$ cat config.mk
export PLATFORM = sky130hd
export DESIGN_NAME = uart_core_flat
export DESIGN_NICKNAME = d
export VERILOG_FILES = /design/src/rtl/uart_core_if.sv /design/src/rtl/uart_core.sv /design/src/flat_wrapper.sv
export SDC_FILE = /design/constraint.sdc
export NUM_CORES = 1
export LEC_CHECK = 0
export BUFFER_PORTS_ARGS = -buffer_cell sky130_fd_sc_hd__buf_2
export CORE_ASPECT_RATIO = 0.6
export CORE_MARGIN = 2
export CORE_UTILIZATION = 55
export CTS_BUF_LIST = sky130_fd_sc_hd__clkbuf_2 sky130_fd_sc_hd__clkbuf_4 sky130_fd_sc_hd__clkbuf_8
export DETAILED_ROUTE_END_ITERATION = 8
export GPL_ROUTABILITY_DRIVEN = 0
export MAX_ROUTING_LAYER = met4
export PLACE_DENSITY = 0.76
export SLEW_MARGIN = 40
export SYNTH_ARGS = -nofsm -noshare
export SYNTH_HDL_FRONTEND = slang
export SYNTH_SLANG_ARGS = --single-unit
$ cat constraint.sdc
create_clock -name clk -period 2.6 [get_ports clk]
set_input_delay 0.39 -clock clk [delete_from_list [all_inputs] [get_ports clk]]
set_output_delay 0.39 -clock clk [all_outputs]
set_load 0.01 [all_outputs]
$ cat src/rtl/uart_core_if.sv
// Host-side byte interface of uart_core: transmit request/status and receive result.
// master = host logic, slave = the UART.
interface uart_core_if;
  logic [7:0] tx_data;
  logic       tx_start;
  logic       tx_busy;
  logic       tx_done;
  logic [7:0] rx_data;
  logic       rx_done;
  logic       rx_frame_err;

  modport master (
    output tx_data, tx_start,
    input  tx_busy, tx_done, rx_data, rx_done, rx_frame_err
  );

  modport slave (
    input  tx_data, tx_start,
    output tx_busy, tx_done, rx_data, rx_done, rx_frame_err
  );
endinterface

$ cat src/rtl/uart_core.sv
// 8N1 UART: 16x oversample tick generator, transmitter and mid-bit sampling receiver.
// All outputs are registered; reset is synchronous, active-low.
module uart_core #(
  parameter int CLOCK_FREQ = 50000000,
  parameter int BAUD_RATE  = 9600
) (
  input  logic        clk,
  input  logic        reset,
  uart_core_if.slave  host,
  output logic        tx,
  input  logic        rx,
  output logic        baud_tick
);

  localparam int OS_DIV = CLOCK_FREQ / (BAUD_RATE * 16);
  localparam int CW     = (OS_DIV > 1) ? $clog2(OS_DIV) : 1;
  localparam logic [CW-1:0] DIV_LAST = CW'(OS_DIV - 1);

  typedef enum logic [1:0] {ST_IDLE, ST_START, ST_DATA, ST_STOP} state_e;

  logic [CW-1:0] div_q, div_d;
  logic          baud_tick_q;

  state_e        tx_state_q;
  logic          tx_q, tx_busy_q, tx_done_q;
  logic [3:0]    tx_os_q;
  logic [2:0]    tx_idx_q;
  logic [7:0]    tx_shr_q;

  logic          rx_s1_q, rx_s2_q;
  state_e        rx_state_q;
  logic [3:0]    rx_os_q;
  logic [2:0]    rx_idx_q;
  logic [7:0]    rx_shr_q, rx_data_q;
  logic          rx_done_q, rx_err_q;

  always_comb begin
    div_d = div_q + CW'(1);
    if (div_q == DIV_LAST) div_d = '0;
  end

  always_ff @(posedge clk) begin
    if (!reset) begin
      div_q       <= '0;
      baud_tick_q <= 1'b0;
    end else begin
      div_q       <= div_d;
      baud_tick_q <= (div_q == DIV_LAST);
    end
  end

  // Bit timing restarts at acceptance, so the start bit absorbs the tick phase.
  always_ff @(posedge clk) begin
    if (!reset) begin
      tx_state_q <= ST_IDLE;
      tx_q       <= 1'b1;
      tx_busy_q  <= 1'b0;
      tx_done_q  <= 1'b0;
      tx_os_q    <= 4'd0;
      tx_idx_q   <= 3'd0;
      tx_shr_q   <= 8'h00;
    end else begin
      tx_done_q <= 1'b0;
      case (tx_state_q)
        ST_IDLE: begin
          tx_q <= 1'b1;
          if (host.tx_start) begin
            tx_shr_q   <= host.tx_data;
            tx_q       <= 1'b0;
            tx_busy_q  <= 1'b1;
            tx_os_q    <= 4'd0;
            tx_state_q <= ST_START;
          end
        end
        default: begin
          if (baud_tick_q) begin
            if (tx_os_q != 4'd15) begin
              tx_os_q <= tx_os_q + 4'd1;
            end else begin
              tx_os_q <= 4'd0;
              case (tx_state_q)
                ST_START: begin
                  tx_state_q <= ST_DATA;
                  tx_idx_q   <= 3'd0;
                  tx_q       <= tx_shr_q[0];
                end
                ST_DATA: begin
                  if (tx_idx_q == 3'd7) begin
                    tx_state_q <= ST_STOP;
                    tx_q       <= 1'b1;
                  end else begin
                    tx_idx_q <= tx_idx_q + 3'd1;
                    tx_q     <= tx_shr_q[tx_idx_q + 3'd1];
                  end
                end
                default: begin
                  tx_state_q <= ST_IDLE;
                  tx_busy_q  <= 1'b0;
                  tx_done_q  <= 1'b1;
                end
              endcase
            end
          end
        end
      endcase
    end
  end

  // Leaving STOP at mid-bit lets a back-to-back start edge be caught.
  always_ff @(posedge clk) begin
    if (!reset) begin
      rx_s1_q    <= 1'b1;
      rx_s2_q    <= 1'b1;
      rx_state_q <= ST_IDLE;
      rx_os_q    <= 4'd0;
      rx_idx_q   <= 3'd0;
      rx_shr_q   <= 8'h00;
      rx_data_q  <= 8'h00;
      rx_done_q  <= 1'b0;
      rx_err_q   <= 1'b0;
    end else begin
      rx_s1_q   <= rx;
      rx_s2_q   <= rx_s1_q;
      rx_done_q <= 1'b0;
      rx_err_q  <= 1'b0;
      if (baud_tick_q) begin
        case (rx_state_q)
          ST_IDLE: begin
            if (!rx_s2_q) begin
              rx_state_q <= ST_START;
              rx_os_q    <= 4'd0;
            end
          end
          ST_START: begin
            if (rx_os_q == 4'd7) begin
              rx_os_q    <= 4'd0;
              rx_idx_q   <= 3'd0;
              rx_state_q <= rx_s2_q ? ST_IDLE : ST_DATA;
            end else begin
              rx_os_q <= rx_os_q + 4'd1;
            end
          end
          ST_DATA: begin
            if (rx_os_q == 4'd15) begin
              rx_os_q  <= 4'd0;
              rx_shr_q <= {rx_s2_q, rx_shr_q[7:1]};
              if (rx_idx_q == 3'd7) rx_state_q <= ST_STOP;
              else                  rx_idx_q   <= rx_idx_q + 3'd1;
            end else begin
              rx_os_q <= rx_os_q + 4'd1;
            end
          end
          default: begin
            if (rx_os_q == 4'd15) begin
              rx_os_q    <= 4'd0;
              rx_state_q <= ST_IDLE;
              if (rx_s2_q) begin
                rx_data_q <= rx_shr_q;
                rx_done_q <= 1'b1;
              end else begin
                rx_err_q  <= 1'b1;
              end
            end else begin
              rx_os_q <= rx_os_q + 4'd1;
            end
          end
        endcase
      end
    end
  end

  assign tx                = tx_q;
  assign baud_tick         = baud_tick_q;
  assign host.tx_busy      = tx_busy_q;
  assign host.tx_done      = tx_done_q;
  assign host.rx_data      = rx_data_q;
  assign host.rx_done      = rx_done_q;
  assign host.rx_frame_err = rx_err_q;

endmodule

$ cat src/flat_wrapper.sv
// flat-port wrapper written by rule: the top's interface ports become plain ports
module uart_core_flat 
#(
  parameter int CLOCK_FREQ = 50000000,
  parameter int BAUD_RATE  = 9600
)
  (clk, reset, tx, rx, baud_tick, host_tx_data, host_tx_start, host_tx_busy, host_tx_done, host_rx_data, host_rx_done, host_rx_frame_err);
  uart_core_if host_i ();
  input  logic clk;
  input  logic reset;
  output logic tx;
  input  logic rx;
  output logic baud_tick;
  input wire logic [$bits(host_i.tx_data)-1:0] host_tx_data;
  input wire logic [$bits(host_i.tx_start)-1:0] host_tx_start;
  output wire logic [$bits(host_i.tx_busy)-1:0] host_tx_busy;
  output wire logic [$bits(host_i.tx_done)-1:0] host_tx_done;
  output wire logic [$bits(host_i.rx_data)-1:0] host_rx_data;
  output wire logic [$bits(host_i.rx_done)-1:0] host_rx_done;
  output wire logic [$bits(host_i.rx_frame_err)-1:0] host_rx_frame_err;
  assign host_i.tx_data = host_tx_data;
  assign host_i.tx_start = host_tx_start;
  assign host_tx_busy = host_i.tx_busy;
  assign host_tx_done = host_i.tx_done;
  assign host_rx_data = host_i.rx_data;
  assign host_rx_done = host_i.rx_done;
  assign host_rx_frame_err = host_i.rx_frame_err;
  uart_core #(.CLOCK_FREQ(CLOCK_FREQ), .BAUD_RATE(BAUD_RATE)) u_core (.clk(clk), .reset(reset), .host(host_i), .tx(tx), .rx(rx), .baud_tick(baud_tick));
endmodule
Word-level counts from Yosys, hierarchy flattened. Cells that the tools add are included.

Bits in registers: 59. Input bits: 12.

Reduce and logical (&&, ||, !) cells: 23. Magnitude comparators: 1. Muxes and demuxes: 43. Bitwise operators: 6. Eq/ne operators: 20. $add $sub $neg: 5.

Operators by type and width (number): 4-bit two-way mux (7); 2-bit two-way mux (11); 1-bit two-way mux (14); 3-bit two-way mux (4); 3-bit one-hot mux with 2 select lines (2); 4-bit AND reduction (3); 2-bit != test, second input constant (5); 5-bit AND reduction (2); 9-bit by 1-bit adder with 9-bit output, second input constant (1); 9-bit == test, second input constant (1); 4-bit by 1-bit adder with 4-bit output, second input constant (2); 2-bit by 1-bit != test with 1-bit output, second input constant (4); 4-bit one-hot mux with 2 select lines (1); 3-bit by 1-bit adder with 3-bit output, second input constant (2); 3-bit == test, second input constant (2); 1-bit inverter (6); 2-bit one-hot mux with 3 select lines (1); 2-bit AND reduction (3); 3-bit AND reduction (2); 6-bit AND reduction (1); 2-bit nonzero test (3); 3-bit nonzero test (2); 6-bit OR reduction (1); 2-bit by 1-bit == test with 1-bit output, second input constant (2); other kinds (13) (16).

Logic depth before layout (Yosys ltp).
Depth in word-level cells: 8. Gate-level depth with buffers: 8.

Worst setup path before layout. OpenSTA, ideal clock, no wires.

Path type: reg2reg. From: register u_core.rx_state_q[1]. To: register u_core.rx_state_q[1]. Setup time: 0.096 ns. Path buffers: 1. Arrival time: 1.563 ns. Clock period less this slack: 1.659 ns. Data required time: 2.504 ns. Slack: 0.941 ns. Stages on the path, launching flop included: 8. Cell sequence: dfxtp_1 -> inv_1 -> ha_1 -> clkbuf_1 -> mux2i_1 -> a31oi_1 -> or2_1 -> o41ai_2.

Longest elaborated chain between the ends: 3. Elaborated cells between the ends (all ways): 10. Classes of those cells: eq/ne: 6; mux: 1; reduce/logical: 3.

RTL lines: start: declaration (line uart_core.sv:31) `state_e rx_state_q;`; start signal: assignment (line uart_core.sv:138) `rx_state_q <= rx_s2_q ? ST_IDLE : ST_DATA;`; 2-bit == test (tied with other cells) (line uart_core.sv:127) `case (rx_state_q)`; 2-bit by 1-bit != test with 1-bit output (no line) (tied with other cells); 6-bit AND reduction (no line).

Parallel ways exist; a longest one is shown, timed or not. A chain may end at the register's enable or synchronous reset.

Final worst setup path. Same ends and word-level chain as after synthesis.

==> results.tsv <==
metric	value	unit
Starting Density	56.7	%
Pwr Density	599	nW/um2
GRT overflow	0	
Avg Inst Size Synth	9.52	um2
final worst slack	732	ps
WL/cell	13.1	um
hold path depth	2	
r2r endpoint	u_core.rx_state_q[1]$_SDFFE_PN0P_	
RR Startpoint	u_core.rx_state_q[1]$_SDFFE_PN0P_	
FMAX	535	MHz
die area	5770	um2
CP max FO	8	
CP Launch Type	register	
Worst Path Required	2840	ps
fin nets	352	
MaxCap Viol Count	0	
Cell Rows	20	
Hold Vio Cnt, Final	0	
vias in the first global route	1860	
CTS tree	built	
worst hold slack	235	ps
sequential fraction of the synthesis area	41.6	%
Worst-Margin Slew	506	ps
DRT Pass-1 Iters	4	
RSZ-0062 raised after global routing	false	
most frequent cells in the layout	dfxtp_1 (59), nand2_1 (35), mux2i_1 (28)	
Post-synth EDFFs	0	
dpl ws	769	ps
met1 Use GR	25.4	%
GRT met2 Usage	27.6	%
DRT iter0 DRCs	60	
GRT Overall Usage	19.3	%
Min-Delay Path Class	in2reg	
asr flop ratio synth	0	%
Post-CTS Hold Buffers	0	
Critical Path Source	u_core.rx_state_q[1]$_SDFFE_PN0P_	
dpl hpwl	3.55	mm
clock tree root buffer cell	clkbuf_8	
ant diodes	0	
initial antenna violation count	0	
Skew-Pair Late Insertion Delay	340	ps
cells on worst reg2reg path	6	
HP Start	rx	
R2R setup slack	730	ps
Area Overhead vs Synth	12.7	%
Final Critical Period	1870	ps
post-CTS setup buffers	0	
# DRC	0	
final setup TNS	0	ps
DR vias/cell	5.27	
share of layout cells above drive strength 1	15.5	%
Power Total	1.92	mW
top_reg_cell synth	dfxtp_1	
Routed Antenna Nets	0	
status	finished clean	
Max clock buf depth	2	
# setup viols final	0	
most common cell after layout, fill and taps aside	dfxtp_1	
number of distinct library cells after synthesis	48	
syn_nets	327	
die height	59.6	um
CORE AREA	5000	um2
Ys Warns	0	
Horiz. Die Dim	96.7	um
Worst Hold Path EP	u_core.rx_s1_q$_SDFF_PN1_	
number of buffers created by CTS	9	
CP Capture Type	register	
GR Util met3	7.08	%
Setup Skew	4.53	ps
Pleak	1.30	nW
H-tree depth	3	
Most Used Layer, Global Route	met2	
Via Count	2077	
port buffer count	25	
Sink Count	59	
WP data arrival	2110	ps
DRT Wirelength	5.16	mm
cells after synthesis	298	
largest net degree at the start of global routing	29	
Post-Syn Area	2840	um2
PostCTS Resize Cnt	0	
Clock Pin Slew Worst Setup and Hold Paths	60	ps
Slew headroom	66.2	%
Final Cycle Share	71.8	%
peak supply drop	0.000306	V
flops & latches, synth	59	
number of max-slew violations in the final report	0	
Crit Path Class	reg2reg	
first-pass GRT wire length	8.45	mm
Fillers	437	
# IOs	26	
worst max-delay path, stage by stage (launching register included):
cell and delay [ps]:
dfxtp_1 450, inv_1 100, ha_1 300, mux2i_1 190
a31oi_1 170, or2_1 300, o41ai_2 270
cell usage after synthesis, drive strengths merged (2+ instances only):
library cell / count / area [um2]
nor3b: 2 / 15.0
nand4b: 3 / 26.3
nand2: 35 / 131
o211ai: 5 / 42.5
nand3b: 3 / 35.0
a21boi: 15 / 128
clkbuf: 9 / 33.8
buf: 4 / 26.3
and2: 6 / 37.5
mux2i: 28 / 280
nand4: 3 / 25.0
dfxtp: 59 / 1180
xnor2: 5 / 43.8
o21ai: 9 / 45.0
nand3: 7 / 35.0
nand2b: 8 / 50.1
or2: 3 / 18.8
a31oi: 2 / 12.5
xor2: 5 / 43.8
nor2b: 25 / 156
ha: 17 / 213
inv: 8 / 30.0
a21oi: 2 / 10.0
nor2: 20 / 82.6
worst max path at each step:
stage / endpoint / slack (ps) / cells after the start
after global placement: u_core.rx_state_q[1]$_SDFFE_PN0P_ / 870 / 6
after CTS: u_core.rx_state_q[1]$_SDFFE_PN0P_ / 750 / 6
after detailed placement: u_core.rx_state_q[1]$_SDFFE_PN0P_ / 770 / 6
after global routing: u_core.rx_state_q[1]$_SDFFE_PN0P_ / 630 / 6
final: u_core.rx_state_q[1]$_SDFFE_PN0P_ / 730 / 6
after floorplan: u_core.rx_state_q[1]$_SDFFE_PN0P_ / 940 / 7
metrics by stage:
step	cells	util, %	cell area (um2)
2_1_floorplan	298	-	2840
3_3_place_gp	378	60.0	3000
3_5_place_dp	378	60.0	3000
4_1_cts	394	63.9	3200
5_1_grt	394	63.9	3200
6_report	394	63.9	3200
cell families (layout without fill, tap and decap cells):
logic type,Yosys count,in the layout,synth area share (%)
and+or+nand+nor,121,121,23.1
muxes,28,28,9.88
AOI/OAI and AO/OA,42,42,11.7
buffers and inverters,21,51,3.17
adders and majority gates,17,17,7.50
DFF,59,59,41.6
xor gates and xnor gates,10,10,3.09
state kept, by name, summed over array words and instances (netlist names):
register,count
u_core.rx_state_q,2
u_core.tx_os_q,4
u_core.rx_s2_q,1
u_core.tx_state_q,2
u_core.tx_shr_q,8
u_core.host.rx_done,1
u_core.div_q,9
u_core.host.rx_data,8
u_core.rx_idx_q,3
u_core.host.tx_done,1
u_core.tx,1
u_core.rx_os_q,4
u_core.host.tx_busy,1
u_core.host.rx_frame_err,1
u_core.baud_tick,1
u_core.rx_s1_q,1
u_core.rx_shr_q,8
u_core.tx_idx_q,3
report_power, final:
group	switching (mW)	internal, mW
logic	0.0826	0.0645
registers	0.0188	0.929
clock network	0.348	0.474
total	0.449	1.47
area by class of cell:
cell class / count / area, um2 / share of cell area, %
Clock buffer: 11 / 145 / 4.54
Multi-Input combinational cell: 218 / 1570 / 49.0
Sequential cell: 59 / 1180 / 36.9
Timing Repair Buffer: 27 / 140 / 4.38
Tap cell: 66 / 82.6 / 2.58
Inverter: 8 / 30.0 / 0.939
Clock inverter: 5 / 52.6 / 1.64
layer usage:
layer / part of all wire (%) / up-vias / routed length [um]
li1: - / 1072 / -
met3: 4.2 / 5 / 217
met1: 53 / 969 / 2740
met2: 42 / 31 / 2150
met4: 0.99 / 0 / 51
met5: 0 / - / 0
Power figures use the tool's default switching activity.
